## config.mk

```make
export PLATFORM = sky130hd
export DESIGN_NAME = mips_multicycle
export DESIGN_NICKNAME = d
export VERILOG_FILES = /design/src/rtl/mips_multicycle.sv
export SDC_FILE = /design/constraint.sdc
export NUM_CORES = 2
export LEC_CHECK = 0
export ABC_AREA = 1
export BUFFER_PORTS_ARGS = -buffer_cell sky130_fd_sc_hd__buf_2
export CORE_MARGIN = 8
export CORE_UTILIZATION = 45
export CTS_CLUSTER_DIAMETER = 120
export DETAILED_ROUTE_END_ITERATION = 8
export RECOVER_POWER = 25
export SYNTH_ARGS = -nofsm -noshare
export SYNTH_HDL_FRONTEND = slang
export SYNTH_SLANG_ARGS = --single-unit
```

## constraint.sdc

```tcl
create_clock -name i_clk -period 52.4 [get_ports i_clk]
set_input_delay 10.48 -clock i_clk [delete_from_list [all_inputs] [get_ports i_clk]]
set_output_delay 10.48 -clock i_clk [all_outputs]
set_load 0.005 [all_outputs]
```

## src/rtl/mips_multicycle.sv

```systemverilog
// Multi-cycle MIPS-subset core: one FSM shares a single ALU across FETCH..WB, with req/ready imem/dmem buses.
// Optional feature: define MIPS_MC_BNE_EN to decode opcode 6'h05 as bne.
module mips_multicycle #(
  parameter logic [31:0] RESET_PC = 32'h0000_0000,
  parameter int          ADDR_W   = 32
) (
  input  logic              i_clk,
  input  logic              i_rst,
  output logic              o_imem_req,
  output logic [ADDR_W-1:0] o_imem_addr,
  input  logic              i_imem_ready,
  input  logic [31:0]       i_imem_data,
  output logic              o_dmem_req,
  output logic              o_dmem_we,
  output logic [ADDR_W-1:0] o_dmem_addr,
  output logic [31:0]       o_dmem_wdata,
  input  logic              i_dmem_ready,
  input  logic [31:0]       i_dmem_rdata,
  output logic              o_retire
);
  typedef enum logic [2:0] {S_BOOT, S_FETCH, S_DECODE, S_EXEC, S_MEM, S_WB} state_t;

  localparam logic [5:0] OP_R    = 6'h00;
  localparam logic [5:0] OP_J    = 6'h02;
  localparam logic [5:0] OP_BEQ  = 6'h04;
  localparam logic [5:0] OP_ADDI = 6'h08;
  localparam logic [5:0] OP_LW   = 6'h23;
  localparam logic [5:0] OP_SW   = 6'h2B;
`ifdef MIPS_MC_BNE_EN
  localparam logic [5:0] OP_BNE  = 6'h05;
`endif

  state_t      r_state;
  logic [31:0] r_pc, r_ir, r_a, r_b, r_simm, r_aluout, r_mdr;
  logic [31:0] r_rf [32];
  logic        r_imem_req, r_dmem_req, r_dmem_we, r_retire;

  logic [5:0]  w_op, w_funct;
  logic [4:0]  w_rs, w_rt, w_rd, w_wb_dst;
  logic [31:0] w_pc4, w_br_tgt, w_jmp_tgt, w_alu_b, w_alu_res, w_wb_data;
  logic        w_alu_ok, w_is_br, w_br_taken, w_is_mem;

  assign w_op      = r_ir[31:26];
  assign w_rs      = r_ir[25:21];
  assign w_rt      = r_ir[20:16];
  assign w_rd      = r_ir[15:11];
  assign w_funct   = r_ir[5:0];
  assign w_pc4     = r_pc + 32'd4;
  assign w_br_tgt  = w_pc4 + {r_simm[29:0], 2'b00};
  assign w_jmp_tgt = {w_pc4[31:28], r_ir[25:0], 2'b00};
  assign w_alu_b   = (w_op == OP_R) ? r_b : r_simm;
  assign w_is_mem  = (w_op == OP_LW) || (w_op == OP_SW);
  assign w_wb_dst  = (w_op == OP_R) ? w_rd : w_rt;
  assign w_wb_data = (w_op == OP_LW) ? r_mdr : r_aluout;

`ifdef MIPS_MC_BNE_EN
  assign w_is_br    = (w_op == OP_BEQ) || (w_op == OP_BNE);
  assign w_br_taken = (w_op == OP_BNE) ? (r_a != r_b) : (r_a == r_b);
`else
  assign w_is_br    = (w_op == OP_BEQ);
  assign w_br_taken = (r_a == r_b);
`endif

  // Shared ALU; w_alu_ok low flags an illegal opcode/funct, which retires as a NOP.
  always_comb begin
    w_alu_res = r_a + w_alu_b;
    w_alu_ok  = 1'b0;
    case (w_op)
      OP_R: begin
        w_alu_ok = 1'b1;
        case (w_funct)
          6'h20:   w_alu_res = r_a + r_b;
          6'h22:   w_alu_res = r_a - r_b;
          6'h24:   w_alu_res = r_a & r_b;
          6'h25:   w_alu_res = r_a | r_b;
          6'h2A:   w_alu_res = {31'd0, $signed(r_a) < $signed(r_b)};
          default: w_alu_ok = 1'b0;
        endcase
      end
      OP_ADDI, OP_LW, OP_SW: w_alu_ok = 1'b1;
      default:               w_alu_ok = 1'b0;
    endcase
  end

  always_ff @(posedge i_clk or posedge i_rst) begin
    if (i_rst) begin
      r_state    <= S_BOOT;
      r_pc       <= RESET_PC;
      r_ir       <= '0;
      r_a        <= '0;
      r_b        <= '0;
      r_simm     <= '0;
      r_aluout   <= '0;
      r_mdr      <= '0;
      r_imem_req <= 1'b0;
      r_dmem_req <= 1'b0;
      r_dmem_we  <= 1'b0;
      r_retire   <= 1'b0;
      for (int i = 0; i < 32; i++) r_rf[i] <= '0;
    end else begin
      r_retire <= 1'b0;
      case (r_state)
        S_BOOT: begin
          r_state    <= S_FETCH;
          r_imem_req <= 1'b1;
        end
        S_FETCH: if (i_imem_ready) begin
          r_ir       <= i_imem_data;
          r_imem_req <= 1'b0;
          r_state    <= S_DECODE;
        end
        S_DECODE: begin
          r_a    <= r_rf[w_rs];
          r_b    <= r_rf[w_rt];
          r_simm <= {{16{r_ir[15]}}, r_ir[15:0]};
          if (w_op == OP_J) begin
            r_pc       <= w_jmp_tgt;
            r_retire   <= 1'b1;
            r_imem_req <= 1'b1;
            r_state    <= S_FETCH;
          end else begin
            r_state <= S_EXEC;
          end
        end
        S_EXEC: begin
          if (w_is_br || !w_alu_ok) begin
            r_pc       <= (w_is_br && w_br_taken) ? w_br_tgt : w_pc4;
            r_retire   <= 1'b1;
            r_imem_req <= 1'b1;
            r_state    <= S_FETCH;
          end else begin
            r_aluout <= w_alu_res;
            if (w_is_mem) begin
              r_dmem_req <= 1'b1;
              r_dmem_we  <= (w_op == OP_SW);
              r_state    <= S_MEM;
            end else begin
              r_state <= S_WB;
            end
          end
        end
        S_MEM: if (i_dmem_ready) begin
          r_dmem_req <= 1'b0;
          r_dmem_we  <= 1'b0;
          if (w_op == OP_SW) begin
            r_pc       <= w_pc4;
            r_retire   <= 1'b1;
            r_imem_req <= 1'b1;
            r_state    <= S_FETCH;
          end else begin
            r_mdr   <= i_dmem_rdata;
            r_state <= S_WB;
          end
        end
        S_WB: begin
          if (w_wb_dst != 5'd0) r_rf[w_wb_dst] <= w_wb_data;
          r_pc       <= w_pc4;
          r_retire   <= 1'b1;
          r_imem_req <= 1'b1;
          r_state    <= S_FETCH;
        end
        default: r_state <= S_BOOT;
      endcase
    end
  end

  assign o_imem_req   = r_imem_req;
  assign o_imem_addr  = r_pc[ADDR_W-1:0];
  assign o_dmem_req   = r_dmem_req;
  assign o_dmem_we    = r_dmem_we;
  assign o_dmem_addr  = r_aluout[ADDR_W-1:0];
  assign o_dmem_wdata = r_b;
  assign o_retire     = r_retire;
endmodule

```

### After elaboration in Yosys (flattened, before gate mapping)

Index checks and enable logic that the tools add are counted.

* register bits after elaboration: 1239
* input bits: 68
* output and inout bits: 100

* add/subtract/negate cells: 5
* eq/ne operators: 23
* reduce and logical (&&, ||, !) cells: 22
* muxes and demuxes: 47
* bitwise gates (word level): 7
* magnitude comparators: 5

Operators by type and width (number)
* 1024-bit bitwise mux: 1
* 32-bit 2-to-1 mux: 13
* 32-bit binary-select mux with 5-bit select: 2
* 32-bit demux with 5-bit select: 1
* 32-bit case mux with 5 select lines: 1
* 32-bit case mux with 4 select lines: 1
* 32-bit adder: 3
* 6-bit equality test (second input constant): 7
* 32-bit by 3-bit adder with 32-bit output (second input constant): 1
* 32-bit bitwise AND: 1
* 32-bit equality test: 1
* 32-bit less-than comparator: 1
* 32-bit OR: 1
* 32-bit subtractor: 1
* 6-bit greater-or-equal comparator (second input constant): 3
* 5-bit inverter with 6-bit output: 3
* 1-bit 2-to-1 mux: 16
* 3-bit case mux with 5 select lines: 1
* 2-bit inequality test (second input constant): 7
* 3-bit 2-to-1 mux: 4
* 5-bit nonzero test: 2
* 2-bit AND reduction: 4
* 3-bit by 2-bit equality test with 1-bit output (second input constant): 2
* 3-bit equality test (second input constant): 2
* other kinds (25): 30

### Longest topological paths before layout

* depth after elaboration: 8
* gate-level depth with buffers: 24
* mapped depth without buffers: 23

### Least setup slack after synthesis

Ideal clock, no wire load.

* kind: input -> register
* from: in i_dmem_ready
* to: reg r_pc[14] (netlist: o_imem_addr[14])
* path slack: 40810 ps
* stages: 8
* arrival time: 11513 ps
* data required time: 52323 ps
* library setup time: 77 ps
* buffers on the path: 1
* cells stage by stage: nand2_1 > inv_1 > a211oi_1 > nand2_1 > clkinv_1 > clkbuf_1 > nor2_1 > a21oi_1

* longest elaborated chain between the ends: 2

RTL lines
* from (decl): RTL line 17 `input logic i_dmem_ready,`
* 2-bit inequality test (no line)
* 5-bit AND reduction (no line)
* to (signal assigned): RTL line 117 `r_pc <= w_jmp_tgt;`
* to (signal assigned): RTL line 127 `r_pc <= (w_is_br && w_br_taken) ? w_br_tgt : w_pc4;`
* to (signal assigned): RTL line 146 `r_pc <= w_pc4;`
* to (decl): RTL line 34 `logic [31:0] r_pc, r_ir, r_a, r_b, r_simm, r_aluout, r_mdr;`

No other way between the ends.
A chain may end at the register's enable or synchronous reset.

==> flow_summary.toml <==
[global_routing]
grt_pass1_wl_mm = 478
track_usage_pct = 35.9
grt_pass1_vias = 70700
grt_max_degree = 183
grt_overflow = 0
antenna_found_initial = 21

[critical_path]
crit_top_cell = "buf_4"
r2r_setup_slack_ns = 41.88
crit_end = "r_rf[489]"
crit_type = "in -> async"
worst-path-buf-inv = 5
crit_start = "i_rst"
crit_cells = 5
r2r-end = "o_dmem_wdata[21]"
cp.required_ns = 53.20
cp_top_family = "buffers and inverters"
slowest_delay_ns = 0.89
worstSetupStartpointType = "input port"
endpoint_kind = "async pin"
cp_max_fo = 102
cp_slowest_cell = "buf_4"
r2r_cells = 6
worstPathCellList = "buf_2, inv_8, buf_4, buf_4, buf_4"
timing.rr.start = "r_state[1]"
cp.arrival_ns = 13.90

[clock_tree]
cts_made_buffers = 147
cts_setup_buffers = 0
ctsHoldBuffers = 0
cts-resized-gates = 0
cts_root_buffer = "clkbuf_16"
clk_pin_slew_ns = 0.06
clkLatencyLatePin_ns = 0.82
cts_sinks = 1237
clk_path_buf_depth = 3
htree_levels = 4
cts_tree = "built"

[yosys]
synth.avg_cell_area_um2 = 7.22
synthMuxAreaShare_pct = 0.777
synth_xor_area_share_pct = 0.501
ys_seq_area_share_pct = 42.1
synth_fa_ha_area_share_pct = 2.85
synth_flop_cell = "dfrtp_1"
synth-async-reset-ratio_pct = 100
synth_top_family_by_area = "compound AO/OA/AOI/OAI gates"
synthSimpleGateAreaFrac_pct = 20.8
synth-compound-area-share_pct = 26.0
synth_cell_types = 58
synthCells = 10200
synth_edf_count = 0
ys_ff_latch = 1237
synthesis.area_mm2 = 0.0734
yosysWarnings = 0

[timing]
fin_crit_sh_pct = 25.0
slew_violations = 1546
rsz0062_at_grt = "no"
period_minus_slack_ns = 13.10
hold_viol_final = 0
worst_pin_slew_ns = 7.64
slew_headroom_pct = -409
fin_skew_ns = 0.0319
tns_ns = 0
timing.fmax_mhz = 76.3
final-setup-viol-count = 0
layout_setup_ws_ns = 39.30

[power]
p_int_w = 0.00245
max-vdd-ir-drop_uv = 43.0
combPwrFrac_pct = 55.6
clock_power_share_pct = 21.0
pwr-share-seq_pct = 23.4
p_sw_share_pct = 51.9
pwr_density_cell_mw_per_mm2 = 63.8
switchingPower_w = 0.00265
total_leakage_power_nw = 35.8

[detailed_routing]
drt-initial-drc-count = 11300
drtPass1Iterations = 7
post_drt_wl_per_cell_um = 27.2
routed_wl_mm = 328
ant_nets = 0
viasPerCell = 6.33
drc = 0
vias = 76600

[floorplanning]
die_h_um = 420
io_pins = 168
die-area_mm2 = 0.176
rows = 148
start_util_pct = 45.2
fp.dieW_um = 420
core_mm2 = 0.162

[hold_path]
hold_class = "reg -> reg"
whs_path_depth = 0
min-delay-start = "r_rf[1019]"

[cells_and_area]
mostFrequentLayoutCells = "o21ai_0, nand2_1, nor2_1"
final_layout_size_suffix_gt1_share_pct = 6.93
nets = 10000
syn_to_final_growth_pct = 9.06
final_common_cell = "o21ai_0"

[place]
gp_congestion = 1.06
port_buffers = 165
detailed_place_hpwl_mm = 200
pre_cts_ws_ns = 38.37

[run_status]
violations = "max-capacitance violations, max-slew violations"
outcome = "complete, but fails checks"

[flow_run]
drv_cap = 27
==> worst min-delay path by stage <==
stage | endpoint | slack, ns
finish | r_rf[1019] | 0.40
global route | r_rf[1008] | 0.41
CTS | r_rf[1008] | 0.40
detailed placement | r_rf[1004] | 0.39
global placement | r_rf[1010] | 0.39
floorplan | r_rf[1000] | 0.45
==> cells in the mapped netlist (all sizes together) (84+ instances only) <==
library cell  count  area share, %
a21oi           191            1.3
buf              84           0.63
clkbuf          759            3.9
dfrtp          1237             42
ha              161            2.7
inv             475            2.4
nand2          1831            9.5
nand3           293            2.0
nor2           1560            8.0
o211ai          102            1.0
o21ai          2526             17
o22ai           561            4.8
==> through the flow <==
stage	cells	cell area [µm²]	hold slack [ns]	total power [W]	utilization (%)
6_report	12100	80100	0.401	0.00511	49.3
5_1_grt	12100	80100	0.406	0.00536	49.3
3_5_place_dp	11800	75400	0.390	0.00394	46.4
3_3_place_gp	11800	75400	0.387	0.00393	46.4
4_1_cts	12100	80400	0.403	0.00502	49.5
2_1_floorplan	10200	73400	0.452	0.00291	-
==> flip-flops by register name, summed over array words and instances (netlist names) <==
name / flops
r_simm: 16
o_dmem_wdata: 32
o_dmem_req: 1
r_mdr: 32
o_dmem_addr: 32
o_retire: 1
r_a: 32
r_rf: 1024
o_imem_req: 1
o_imem_addr: 30
r_ir: 32
r_state: 3
o_dmem_we: 1
==> power by group through the flow <==
stage	clock (W)	combinational [W]	sequential [W]
after floorplan	0	0.00178	0.00113
after global placement	0	0.00273	0.00120
after detailed placement	0	0.00274	0.00120
after CTS	0.00108	0.00275	0.00119
after global routing	0.00112	0.00304	0.00120
final	0.00107	0.00284	0.00120
==> final cells by class <==
type	count	area (µm²)
tap	2175	2720
timing repair buffer	307	1950
inverter	481	1860
fill	16200	82300
clock inverter	60	708
antenna	12	30.0
clock buffer	207	4290
sequential	1237	31000
multi-input combinational	7612	37600
==> metal layers <==
| layer | routed length (µm) | track usage (%) | share of wire, % |
|---|---|---|---|
| met1 | 132000 | 48.7 | 40 |
| met2 | 138000 | 52.2 | 42 |
| met3 | 39800 | 9.64 | 12 |
| met4 | 19000 | 18.9 | 5.8 |
| met5 | 68 | 0 | 0.021 |
==> cell families (layout without fill, tap and decap cells) <==
group,after synthesis,after routing
mux,53,53
flops,1237,1237
buf+inv,1324,1055
other cells,1,14
compound gates,3523,3523
simple gates,3827,3827
fa+ha+maj,165,165
xor+xnor,42,42
==> worst reg2reg max path: stages, from the launching register on <==
cell      delay [ns]
dfrtp_1         0.42
inv_1           0.08
nor3_1          0.31
clkbuf_1        1.04
clkbuf_1        5.37
o211ai_1        2.62
o21ai_0         0.48
(Power assumes the default switching activity.)
